## config.mk

```make
export PLATFORM = sky130hd
export DESIGN_NAME = uart_rx_param
export DESIGN_NICKNAME = d
export VERILOG_FILES = /design/src/rtl/uart_rx_param.sv
export SDC_FILE = /design/constraint.sdc
export NUM_CORES = 1
export LEC_CHECK = 0
export CAP_MARGIN = 40
export CORE_MARGIN = 3
export CORE_UTILIZATION = 52
export DETAILED_ROUTE_END_ITERATION = 8
export PLACE_DENSITY = 0.76
export SLEW_MARGIN = 5
export SYNTH_ARGS = -nofsm -noshare
export SYNTH_HDL_FRONTEND = slang
export SYNTH_SLANG_ARGS = --single-unit
```

## constraint.sdc

```tcl
create_clock -name clk -period 2.5 [get_ports clk]
set_input_delay 0.25 -clock clk [delete_from_list [all_inputs] [get_ports clk]]
set_output_delay 0.25 -clock clk [all_outputs]
set_load 0.005 [all_outputs]
```

## src/rtl/uart_rx_param.sv

```systemverilog
// Parametrised UART receiver with selectable parity, 1/2 stop bits, error flags and flag-and-clear handshake.
// Define UART_RX_MAJORITY_EN to take each bit as a 2-of-3 majority around the bit centre.
module uart_rx_param #(
    parameter int DATA_WIDTH = 8,
    parameter int DIV_WIDTH  = 16,
    parameter int STOP_BITS  = 1
) (
    input  logic                  clk,
    input  logic                  n_rst,
    input  logic                  rx,
    input  logic [DIV_WIDTH-1:0]  baud_div,
    input  logic [1:0]            parity_mode,
    input  logic                  rx_flag_clr,
    output logic [DATA_WIDTH-1:0] rx_data,
    output logic                  rx_flag,
    output logic                  parity_error,
    output logic                  frame_error,
    output logic                  overrun,
    output logic                  rx_busy
);

    localparam int CW = $clog2(DATA_WIDTH + 1);

    typedef enum logic [2:0] {IDLE, START, DATA, PARITY, STOP} state_t;

    state_t                state, next_state;
    logic                  rx_meta, rx_sync, rx_prev;
    logic [DIV_WIDTH-1:0]  div_q, bit_cnt, half;
    logic [1:0]            par_mode_q;
    logic [CW-1:0]         data_cnt;
    logic                  stop_cnt;
    logic [DATA_WIDTH-1:0] shift_q;
    logic                  perr_q, ferr_q, done;
    logic                  start_edge, sample_now, sample_bit, par_en, last_stop;

    assign half       = div_q >> 1;
    assign start_edge = (state == IDLE) && rx_prev && !rx_sync;
    assign par_en     = (par_mode_q == 2'b01) || (par_mode_q == 2'b10);
    assign last_stop  = (stop_cnt == 1'(STOP_BITS - 1));
    assign rx_busy    = (state != IDLE);

`ifdef UART_RX_MAJORITY_EN
    logic maj_a, maj_b;

    // The first two of the three centre samples; the third is rx_sync at decision time.
    always_ff @(posedge clk or negedge n_rst) begin
        if (!n_rst) begin
            maj_a <= 1'b1;
            maj_b <= 1'b1;
        end else begin
            if (bit_cnt == half - DIV_WIDTH'(1)) maj_a <= rx_sync;
            if (bit_cnt == half)                 maj_b <= rx_sync;
        end
    end

    assign sample_now = (state != IDLE) && (bit_cnt == half + DIV_WIDTH'(1));
    assign sample_bit = (maj_a & maj_b) | (maj_a & rx_sync) | (maj_b & rx_sync);
`else
    assign sample_now = (state != IDLE) && (bit_cnt == half);
    assign sample_bit = rx_sync;
`endif

    always_ff @(posedge clk or negedge n_rst) begin
        if (!n_rst) state <= IDLE;
        else        state <= next_state;
    end

    always_comb begin
        next_state = state;
        case (state)
            IDLE:    if (start_edge) next_state = START;
            START:   if (sample_now) next_state = sample_bit ? IDLE : DATA;
            DATA:    if (sample_now && data_cnt == CW'(DATA_WIDTH - 1))
                         next_state = par_en ? PARITY : STOP;
            PARITY:  if (sample_now) next_state = STOP;
            STOP:    if (sample_now && last_stop) next_state = IDLE;
            default: next_state = IDLE;
        endcase
    end

    // The bit counter free-runs modulo div from the start edge, so every bit lands on the same phase.
    always_ff @(posedge clk or negedge n_rst) begin
        if (!n_rst) begin
            rx_meta    <= 1'b1;
            rx_sync    <= 1'b1;
            rx_prev    <= 1'b1;
            div_q      <= '0;
            par_mode_q <= '0;
            bit_cnt    <= '0;
            data_cnt   <= '0;
            stop_cnt   <= 1'b0;
            shift_q    <= '0;
            perr_q     <= 1'b0;
            ferr_q     <= 1'b0;
            done       <= 1'b0;
        end else begin
            rx_meta <= rx;
            rx_sync <= rx_meta;
            rx_prev <= rx_sync;
            done    <= 1'b0;
            if (start_edge) begin
                div_q      <= (baud_div < DIV_WIDTH'(4)) ? DIV_WIDTH'(4) : baud_div;
                par_mode_q <= parity_mode;
                bit_cnt    <= '0;
                data_cnt   <= '0;
                stop_cnt   <= 1'b0;
                perr_q     <= 1'b0;
                ferr_q     <= 1'b0;
            end else if (state != IDLE) begin
                bit_cnt <= (bit_cnt == div_q - DIV_WIDTH'(1)) ? '0 : bit_cnt + DIV_WIDTH'(1);
                if (sample_now) begin
                    case (state)
                        DATA: begin
                            shift_q  <= {sample_bit, shift_q[DATA_WIDTH-1:1]};
                            data_cnt <= data_cnt + CW'(1);
                        end
                        PARITY: perr_q <= (^shift_q) ^ sample_bit ^ (par_mode_q == 2'b10);
                        STOP: begin
                            if (!sample_bit) ferr_q <= 1'b1;
                            stop_cnt <= stop_cnt + 1'b1;
                            if (last_stop) done <= 1'b1;
                        end
                        default: ;
                    endcase
                end
            end
        end
    end

    // A completing frame is dropped if the host has not yet cleared the previous one.
    always_ff @(posedge clk or negedge n_rst) begin
        if (!n_rst) begin
            rx_data      <= '0;
            rx_flag      <= 1'b0;
            parity_error <= 1'b0;
            frame_error  <= 1'b0;
            overrun      <= 1'b0;
        end else if (done) begin
            if (!rx_flag || rx_flag_clr) begin
                rx_data      <= shift_q;
                parity_error <= perr_q;
                frame_error  <= ferr_q;
                rx_flag      <= 1'b1;
                if (rx_flag_clr) overrun <= 1'b0;
            end else begin
                overrun <= 1'b1;
            end
        end else if (rx_flag_clr) begin
            rx_flag      <= 1'b0;
            parity_error <= 1'b0;
            frame_error  <= 1'b0;
            overrun      <= 1'b0;
        end
    end

endmodule
```

==> flow_summary.html, run 1 <==
<table>
<tr><th>Metric</th><th>Value</th></tr>
<tr><th colspan="2">Timing</th></tr>
<tr><td>Post-Route Skew</td><td>0.0152 ns</td></tr>
<tr><td>Final worst setup slack</td><td>-0.0302 ns</td></tr>
<tr><td>Worst-Margin Slew</td><td>0.568 ns</td></tr>
<tr><td>Unrepaired setup endpoints after global routing</td><td>true</td></tr>
<tr><td>Final critical-path required period</td><td>2.53 ns</td></tr>
<tr><td>Worst relative slew slack</td><td>62.1%</td></tr>
<tr><td>Number of endpoints failing setup at the final stage</td><td>1</td></tr>
<tr><td>Highest Clock Rate</td><td>395 MHz</td></tr>
<tr><td>Final number of hold-violating endpoints</td><td>0</td></tr>
<tr><td>Final max-slew violation count</td><td>0</td></tr>
<tr><td>Tcrit/Tclk final</td><td>101%</td></tr>
<tr><th colspan="2">Critical path</th></tr>
<tr><td>Worst-path maximum fanout</td><td>4</td></tr>
<tr><td>Reg2reg start</td><td>div_q[4]$_DFFE_PN0P_</td></tr>
<tr><td>CP Data Arrival Time</td><td>2.78 ns</td></tr>
<tr><td>Cell breakdown of the critical path</td><td>or4_4 -&gt; nor4_4 -&gt; mux2i_1 -&gt; o31ai_2 -&gt; a211oi_2 -&gt; a21oi_2 -&gt; a21o_1 -&gt; a22o_1</td></tr>
<tr><td>Worst setup path category</td><td>flip-flop to flip-flop</td></tr>
<tr><td>Worst reg2reg path endpoint</td><td>bit_cnt[15]$_DFFE_PN0P_</td></tr>
<tr><td>Startpoint class of the critical path</td><td>flip-flop</td></tr>
<tr><td>Flop2flop setup slack</td><td>-0.03 ns</td></tr>
<tr><td>Endpoint kind of the worst setup timing path</td><td>flip-flop</td></tr>
<tr><td>Required time of the critical path</td><td>2.75 ns</td></tr>
<tr><td>Biggest cell delay along the critical path</td><td>0.59 ns</td></tr>
<tr><td>Max stage delay cell, worst path</td><td>or4_4</td></tr>
<tr><td>Depth of the worst register-to-register path</td><td>8</td></tr>
<tr><th colspan="2">Die</th></tr>
<tr><td>Top-level port count</td><td>35</td></tr>
<tr><td>X dimension of the die</td><td>91.0 um</td></tr>
<tr><td>Core area</td><td>6910 um^2</td></tr>
<tr><td>Die height</td><td>91.0 um</td></tr>
<tr><td>Starting density of the core</td><td>54.4%</td></tr>
<tr><td>Rows</td><td>30</td></tr>
<tr><td>Total die area</td><td>8280 um^2</td></tr>
<tr><th colspan="2">Outcome</th></tr>
<tr><td>Result of the run</td><td>finished, violations left</td></tr>
<tr><td>Violated checks</td><td>setup timing</td></tr>
<tr><th colspan="2">Yosys</th></tr>
<tr><td>Asr flop ratio synth</td><td>100%</td></tr>
<tr><td>Top cell type's share of synthesized area</td><td>43.3%</td></tr>
<tr><td>Number of flops mapped to enable cells by yosys</td><td>0</td></tr>
<tr><td>Netlist area before placement</td><td>3760 um^2</td></tr>
<tr><td>Synth Net Count</td><td>412</td></tr>
<tr><td>Part of the Yosys area used for sequential elements</td><td>45.4%</td></tr>
<tr><td>Mean instance size in the synthesized netlist</td><td>9.74 um^2</td></tr>
<tr><td>Distinct cell type count of the synthesized netlist</td><td>61</td></tr>
<tr><td>Synth Instances</td><td>386</td></tr>
<tr><td>Number of synthesis warnings</td><td>0</td></tr>
<tr><td>Top_reg_cell synth</td><td>dfrtp_1</td></tr>
<tr><td>Top cells by area in the synthesized netlist</td><td>dfrtp_1 (43%), xor2_1 (7.5%), xnor2_1 (6.1%)</td></tr>
<tr><td>Register bit count reported by yosys</td><td>68</td></tr>
<tr><td>Biggest area consumer among synthesized cells</td><td>dfrtp_1</td></tr>
<tr><th colspan="2">Run</th></tr>
<tr><td>Max-cap check violation count</td><td>0</td></tr>
<tr><th colspan="2">Worst hold path</th></tr>
<tr><td>Worst min-delay path category</td><td>input port to flip-flop</td></tr>
<tr><td>Worst Hold Depth</td><td>1</td></tr>
<tr><td>Startpoint of the worst hold path</td><td>rx</td></tr>
<tr><td>Hold EP</td><td>rx_meta$_DFF_PN1_</td></tr>
<tr><th colspan="2">Clock tree</th></tr>
<tr><td>TritonCTS Sinks</td><td>68</td></tr>
<tr><td>Latest clock arrival within the worst-skew pair</td><td>0.36 ns</td></tr>
<tr><td>Clock edge transition at the registers on the reported setup and hold paths</td><td>0.08 ns</td></tr>
<tr><td>H-Tree Level Count</td><td>3</td></tr>
<tr><td>Clock buffers created by TritonCTS</td><td>9</td></tr>
<tr><td>Clock tree from TritonCTS</td><td>built</td></tr>
<tr><td>Root buffer cell</td><td>clkbuf_8</td></tr>
<tr><td>Worst-case clock buffer depth</td><td>2</td></tr>
<tr><th colspan="2">Placed design</th></tr>
<tr><td>Placed Cells</td><td>520</td></tr>
<tr><td>Final weighted congestion in routability-driven placement</td><td>0.904</td></tr>
<tr><td>Dpl hpwl</td><td>6480 um</td></tr>
<tr><td>Post-Place Worst Slack</td><td>-0.0677 ns</td></tr>
<tr><td># port buffers</td><td>34</td></tr>
<tr><th colspan="2">Detailed routing</th></tr>
<tr><td>Drt first-iter violations</td><td>112</td></tr>
<tr><td>Wirelength per Cell</td><td>16.2 um</td></tr>
<tr><td>Vias per cell</td><td>5.52</td></tr>
<tr><td>Number of nets with antenna violations after routing</td><td>0</td></tr>
<tr><td>Initial DRT Pass Iterations</td><td>4</td></tr>
<tr><td>Total number of vias</td><td>2999</td></tr>
<tr><td>Total routed wirelength</td><td>8770 um</td></tr>
<tr><td># DRC</td><td>0</td></tr>
<tr><th colspan="2">Layout</th></tr>
<tr><td>Most common library cell in the layout ignoring fill and taps</td><td>dfrtp_1</td></tr>
<tr><td>Fraction of final layout cells sized beyond drive strength 1</td><td>21.0%</td></tr>
<tr><td>Non-filler instance count after layout</td><td>543</td></tr>
<tr><td>Most frequent cells in the layout</td><td>dfrtp_1 (65), nand2_1 (57), buf_4 (35)</td></tr>
<tr><td>Net count reported at finish</td><td>468</td></tr>
<tr><td>Synth-to-layout area growth</td><td>23.0%</td></tr>
<tr><td>Total inserted antenna cells</td><td>0</td></tr>
<tr><th colspan="2">Pwr</th></tr>
<tr><td>Max VDD drop</td><td>0.000521 V</td></tr>
<tr><td>Sequential power share</td><td>35.6%</td></tr>
<tr><td>Switching power share of the total</td><td>39.0%</td></tr>
<tr><td>Power Total</td><td>4.41 mW</td></tr>
<tr><td>Leakage power of the design</td><td>2.11 nW</td></tr>
<tr><td>Cell-internal power</td><td>2.69 mW</td></tr>
<tr><td>Combinational share of power</td><td>43.6%</td></tr>
<tr><td>Clock network power share</td><td>20.7%</td></tr>
<tr><td>Pwr per Cell Area</td><td>953 nW/um^2</td></tr>
<tr><td>Net switching power</td><td>1.72 mW</td></tr>
<tr><th colspan="2">Global route</th></tr>
<tr><td>Antenna violations before repair</td><td>0</td></tr>
<tr><td>Pin count of the biggest net entering global routing</td><td>26</td></tr>
<tr><td>Total track usage</td><td>22.6%</td></tr>
<tr><td>Number of global-route vias before repair</td><td>3121</td></tr>
<tr><td>Sum of overflow across all layers after global routing</td><td>0</td></tr>
<tr><td>First-pass GRT wire length</td><td>15000 um</td></tr>
</table>
registers in the layout (all words and copies together), names as in the netlist:
| register | count |
|---|---|
| perr_q | 1 |
| ferr_q | 1 |
| par_mode_q | 2 |
| frame_error | 1 |
| rx_prev | 1 |
| rx_sync | 1 |
| done | 1 |
| overrun | 1 |
| state | 3 |
| bit_cnt | 16 |
| rx_meta | 1 |
| rx_flag | 1 |
| data_cnt | 4 |
| rx_data | 8 |
| div_q | 16 |
| parity_error | 1 |
| shift_q | 8 |
| stop_cnt | 1 |
cells in the mapped netlist, drive strengths merged (4+ instances only):
master   n
a21oi    6
and3     4
buf      7
clkbuf  19
dfrtp   65
ha       4
inv      8
mux2    17
nand2   58
nand2b   4
nand3   10
nand4    9
nor2    36
nor3     8
nor4    11
o21ai   10
xnor2   26
xor2    32
how the worst max path moves through the flow:
stage | startpoint | endpoint | slack, ns | depth (start not counted)
6_report | div_q[4]$_DFFE_PN0P_ | bit_cnt[15]$_DFFE_PN0P_ | -0.03 | 8
5_1_grt | div_q[4]$_DFFE_PN0P_ | bit_cnt[15]$_DFFE_PN0P_ | -0.13 | 8
4_1_cts | div_q[4]$_DFFE_PN0P_ | bit_cnt[15]$_DFFE_PN0P_ | -0.04 | 8
3_5_place_dp | div_q[1]$_DFFE_PN0P_ | bit_cnt[15]$_DFFE_PN0P_ | -0.07 | 10
3_3_place_gp | div_q[4]$_DFFE_PN0P_ | bit_cnt[3]$_DFFE_PN0P_ | 0.02 | 8
2_1_floorplan | div_q[4]$_DFFE_PN0P_ | bit_cnt[15]$_DFFE_PN0P_ | -0.03 | 9
critical path: cells and delay by family (launching register included):
kind | cells | cell delay [ns]
and+or+nand+nor | 2 | 0.95
AOI/OAI and AO/OA | 5 | 0.87
DFF | 1 | 0.38
muxes | 1 | 0.25
through the flow:
stage / hold slack (ns) / cell area, um^2 / utilization [%] / setup TNS, ns
2_1_floorplan: -0.0456 / 3770 / - / -0.0348
3_3_place_gp: 0.279 / 4320 / 62.5 / 0
3_5_place_dp: 0.280 / 4320 / 62.5 / -0.714
4_1_cts: 0.301 / 4550 / 65.9 / -0.0355
5_1_grt: 0.317 / 4620 / 67.0 / -1.49
6_report: 0.311 / 4620 / 67.0 / -0.0302
final cells by class:
class                           count  area, um^2
Clock buffer                       10         128
Inverter                            9        33.8
Timing Repair Buffer               71         613
Multi-Input combinational cell    283        1950
Tap cell                           96         120
Fill cell                         555        2280
Clock inverter                      6        72.6
Sequential cell                    68        1710
cell families (layout without fill, tap and decap cells):
| family | count (synthesis) | count (layout) | synth area share (%) |
|---|---|---|---|
| and+or+nand+nor | 161 | 161 | 22.0 |
| DFF | 68 | 68 | 45.4 |
| xor gates and xnor gates | 58 | 58 | 13.5 |
| AOI/OAI and AO/OA | 41 | 41 | 7.89 |
| buffers and inverters | 35 | 96 | 4.26 |
| muxes | 19 | 19 | 5.63 |
| adders and majority gates | 4 | 4 | 1.33 |
what timing repair did:
action                                  in CTS  in global routing
buffers inserted                             2                  3
gates resized for setup                      2                 11
hold buffers                                 1                  0
hold endpoints to repair                    23                  0
endpoints found under the setup margin      14                 29
pin swaps                                    0                  2
gates cloned                                 0                  1
per-layer routing:
metal  part of all wire [%]  global-route usage (%)
met3                    4.5                    4.47
met2                     49                    37.4
met1                     44                    28.6
met5                      0                       0
met4                    2.5                    9.92
power by group through the flow:
| stage | logic, mW | registers, mW | clock network [mW] |
|---|---|---|---|
| after global routing | 2.13 | 1.61 | 0.986 |
| after CTS | 1.84 | 1.56 | 0.941 |
| final | 1.92 | 1.57 | 0.915 |
| after floorplan | 1.35 | 1.44 | 0 |
| after detailed placement | 1.79 | 1.58 | 0 |
| after global placement | 1.74 | 1.57 | 0 |
Power figures use the tool's default switching activity.
==> inputs of run 2 (changes only) <==
CELL_PAD_IN_SITES_DETAIL_PLACEMENT = 0   (was unset)
CELL_PAD_IN_SITES_GLOBAL_PLACEMENT = 1   (was unset)
CORE_UTILIZATION = 40   (was 52)
PLACE_DENSITY = 0.85   (was 0.76)
==> run 2 against run 1 <==
Compared with the run above: the flow finishes with violations (hold timing, setup timing); largest power group unchanged; final cell count grew 2.8%; setup slack lost 0.0054 ns; sequential power shrank 3%; global-route usage shrank 4.8 points; power grew 0.88%; first-iteration DRC count grew 2.7%.
==> flow_summary.html, run 2 (synthesis gave the netlist of run 1 again) <==
<table>
<tr><th>Metric</th><th>Value</th></tr>
<tr><th colspan="2">Timing</th></tr>
<tr><td>Number of endpoints failing setup at the final stage</td><td>1 (unchanged)</td></tr>
<tr><td>Worst-Margin Slew</td><td>0.808 ns (+0.240 ns)</td></tr>
<tr><td>Tcrit/Tclk final</td><td>101% (+0.22 points)</td></tr>
<tr><td>Final number of hold-violating endpoints</td><td>19 (+19)</td></tr>
<tr><td>Worst Hold Slack</td><td>-0.0133 ns (-0.325 ns)</td></tr>
<tr><td>Unrepaired setup endpoints after global routing</td><td>true</td></tr>
<tr><td>Final worst setup slack</td><td>-0.0356 ns (-0.00539 ns)</td></tr>
<tr><td>Final max-slew violation count</td><td>0 (unchanged)</td></tr>
<tr><td>Worst relative slew slack</td><td>46.1% (-16 points)</td></tr>
<tr><td>Highest Clock Rate</td><td>394 MHz (-0.21%)</td></tr>
<tr><td>Post-Route Skew</td><td>0.00602 ns (-0.00922 ns)</td></tr>
<tr><td>Final critical-path required period</td><td>2.54 ns (+0.00539 ns)</td></tr>
<tr><th colspan="2">Pwr</th></tr>
<tr><td>Max VDD drop</td><td>0.000417 V (-20%)</td></tr>
<tr><td>Pwr per Cell Area</td><td>955 nW/um^2 (+0.18%)</td></tr>
<tr><td>Leakage power of the design</td><td>2.12 nW (+0.60%)</td></tr>
<tr><th colspan="2">Outcome</th></tr>
<tr><td>Result of the run</td><td>finished, violations left</td></tr>
<tr><td>Violated checks</td><td>hold timing, setup timing</td></tr>
<tr><th colspan="2">Critical path</th></tr>
<tr><td>Cell breakdown of the critical path</td><td>or4_4 -&gt; nor4b_4 -&gt; nor3b_4 -&gt; xnor2_1 -&gt; a211oi_2 -&gt; a21oi_2 -&gt; a21o_1 -&gt; a22o_1</td></tr>
<tr><td>Required time of the critical path</td><td>2.74 ns (about the same)</td></tr>
<tr><td>Largest delay contributor family on the critical path</td><td>simple AND/OR/NAND/NOR gates</td></tr>
<tr><td>Combined buffer and inverter count along the critical path</td><td>0 (unchanged)</td></tr>
<tr><td>CP Data Arrival Time</td><td>2.77 ns (about the same)</td></tr>
<tr><td>Biggest cell delay along the critical path</td><td>0.59 ns (about the same)</td></tr>
<tr><td>Endpoint kind of the worst setup timing path</td><td>flip-flop</td></tr>
<tr><td>Worst-path maximum fanout</td><td>4 (unchanged)</td></tr>
<tr><td>Reg2reg start</td><td>div_q[4]$_DFFE_PN0P_</td></tr>
<tr><td>Startpoint class of the critical path</td><td>flip-flop</td></tr>
<tr><td>CP Launch Point</td><td>div_q[4]$_DFFE_PN0P_</td></tr>
<tr><td>Worst setup path category</td><td>flip-flop to flip-flop</td></tr>
<tr><td>Max stage delay cell, worst path</td><td>or4_4</td></tr>
<tr><th colspan="2">Global route</th></tr>
<tr><td>Antenna violations before repair</td><td>0 (unchanged)</td></tr>
<tr><td>Pin count of the biggest net entering global routing</td><td>39 (+50%)</td></tr>
<tr><td>Met3 Resource Use GR</td><td>4.33% (-0.14 points)</td></tr>
<tr><td>Met2 Usage GRT</td><td>30.7% (-6.7 points)</td></tr>
<tr><td>GR Util met1</td><td>21.4% (-7.2 points)</td></tr>
<tr><td>First-pass GRT wire length</td><td>14700 um (-1.9%)</td></tr>
<tr><td>Most used routing layer</td><td>met2</td></tr>
<tr><td>Number of global-route vias before repair</td><td>3026 (-3.0%)</td></tr>
<tr><td>Total track usage</td><td>17.8% (-4.8 points)</td></tr>
<tr><td>Sum of overflow across all layers after global routing</td><td>0 (unchanged)</td></tr>
<tr><th colspan="2">Die</th></tr>
<tr><td>Starting density of the core</td><td>42.1% (-12 points)</td></tr>
<tr><td>Total die area</td><td>10600 um^2 (+28%)</td></tr>
<tr><td>X dimension of the die</td><td>103 um (+13%)</td></tr>
<tr><td>Rows</td><td>34 (+13%)</td></tr>
<tr><td>Core area</td><td>8930 um^2 (+29%)</td></tr>
<tr><td>Top-level port count</td><td>35 (unchanged)</td></tr>
<tr><td>Die height</td><td>103 um (+13%)</td></tr>
<tr><th colspan="2">Clock tree</th></tr>
<tr><td>Clock edge transition at the registers on the reported setup and hold paths</td><td>0.08 ns (about the same)</td></tr>
<tr><td>H-Tree Level Count</td><td>3 (unchanged)</td></tr>
<tr><td>Latest clock arrival within the worst-skew pair</td><td>0.34 ns (-0.02 ns)</td></tr>
<tr><td>Clock buffers created by TritonCTS</td><td>9 (unchanged)</td></tr>
<tr><td>Worst-case clock buffer depth</td><td>2 (unchanged)</td></tr>
<tr><td>Clock tree from TritonCTS</td><td>built</td></tr>
<tr><td>Root buffer cell</td><td>clkbuf_8</td></tr>
<tr><td>TritonCTS Sinks</td><td>68 (unchanged)</td></tr>
<tr><th colspan="2">Layout</th></tr>
<tr><td>Finished layout cell area</td><td>4660 um^2 (+0.70%)</td></tr>
<tr><td>Most common library cell in the layout ignoring fill and taps</td><td>dfrtp_1</td></tr>
<tr><td>Largest registers</td><td>bit_cnt: 16 flops, div_q: 16 flops</td></tr>
<tr><td>Non-filler instance count after layout</td><td>558 (+2.8%)</td></tr>
<tr><td>Fraction of final layout cells sized beyond drive strength 1</td><td>21.6% (+0.53 points)</td></tr>
<tr><td>Total inserted antenna cells</td><td>0 (unchanged)</td></tr>
<tr><td>Synth-to-layout area growth</td><td>23.9%</td></tr>
<tr><td>Net count reported at finish</td><td>471 (+0.64%)</td></tr>
<tr><td>Most frequent cells in the layout</td><td>dfrtp_1 (65), nand2_1 (57), buf_4 (40)</td></tr>
<tr><th colspan="2">Worst hold path</th></tr>
<tr><td>Worst min-delay path category</td><td>input port to async pin</td></tr>
<tr><th colspan="2">Detailed routing</th></tr>
<tr><td>Number of nets with antenna violations after routing</td><td>0 (unchanged)</td></tr>
<tr><td>Vias per cell</td><td>5.28 (-4.5%)</td></tr>
<tr><td>Initial DRT Pass Iterations</td><td>4 (unchanged)</td></tr>
<tr><td>Total routed wirelength</td><td>8480 um (-3.3%)</td></tr>
<tr><td>Drt first-iter violations</td><td>115 (+2.7%)</td></tr>
<tr><td>Total number of vias</td><td>2944 (-1.8%)</td></tr>
<tr><td>Wirelength per Cell</td><td>15.2 um (-5.9%)</td></tr>
<tr><td># DRC</td><td>0 (unchanged)</td></tr>
<tr><th colspan="2">Placed design</th></tr>
<tr><td>Final weighted congestion in routability-driven placement</td><td>0.831 (-8.1%)</td></tr>
<tr><td>Instance area at placement</td><td>4360 um^2 (+0.87%)</td></tr>
<tr><td># port buffers</td><td>34 (unchanged)</td></tr>
<tr><td>Placed Cells</td><td>535 (+2.9%)</td></tr>
<tr><td>Dpl hpwl</td><td>6310 um (-2.7%)</td></tr>
<tr><th colspan="2">Run</th></tr>
<tr><td>Max-cap check violation count</td><td>0 (unchanged)</td></tr>
</table>
run 2: where the power goes:
group          switching, mW  internal [mW]  total, mW
sequential             0.231           1.30       1.53
clock                  0.463          0.477      0.940
combinational           1.03          0.944       1.97
total                   1.72           2.73       4.45
run 2: layer usage:
| metal | share of wire (%) | wire length, um | vias to the layer above |
|---|---|---|---|
| met1 | 43 | 3620 | 1433 |
| met2 | 52 | 4410 | 47 |
| met3 | 3.1 | 263 | 20 |
| li1 | - | - | 1444 |
| met4 | 2.3 | 191 | 0 |
| met5 | 0 | 0 | - |
run 2: layout make-up:
type | instances | area, um^2
Tap cell | 108 | 135
Clock inverter | 7 | 83.8
Multi-Input combinational cell | 283 | 1940
Clock buffer | 9 | 124
Timing Repair Buffer | 74 | 636
Sequential cell | 68 | 1710
Inverter | 9 | 33.8
Fill cell | 823 | 4280
run 2: path summary, 6_finish.rpt:
check / cells past startpoint / slack, ns / end
min in group clk: 1 / 0.32 / rx_meta$_DFF_PN1_
setup reg to reg: 8 / -0.04 / bit_cnt[15]$_DFFE_PN0P_
max in group asynchronous: 2 / 1.77 / bit_cnt[2]$_DFFE_PN0P_
hold / removal: 1 / -0.01 / rx_data[7]$_DFFE_PN0P_
hold reg to reg: 0 / 0.36 / rx_sync$_DFF_PN1_
setup / recovery: 8 / -0.04 / bit_cnt[15]$_DFFE_PN0P_
run 2: repair_timing:
action / 4_1_cts / 5_1_grt
resized for setup: 4 / 8
buffers inserted: 3 / 4
pin swaps: 10 / 3
hold buffers: 0 / 0
setup endpoints to repair: 14 / 17
run 2: per-stage QoR:
step / setup TNS [ns] / util (%) / hold slack (ns) / total power [mW] / setup WS, ns
global route: -1.35 / 52.1 / 0.0243 / 4.80 / -0.144
CTS: -0.106 / 51.5 / 0.00282 / 4.41 / -0.0757
detailed placement: -0.805 / 48.8 / 0.351 / 3.39 / -0.0764
finish: -0.0356 / 52.1 / -0.0133 / 4.45 / -0.0356
global placement: -0.0299 / 48.8 / 0.346 / 3.36 / -0.00446
floorplan: -0.0348 / - / -0.0456 / 2.79 / -0.0348
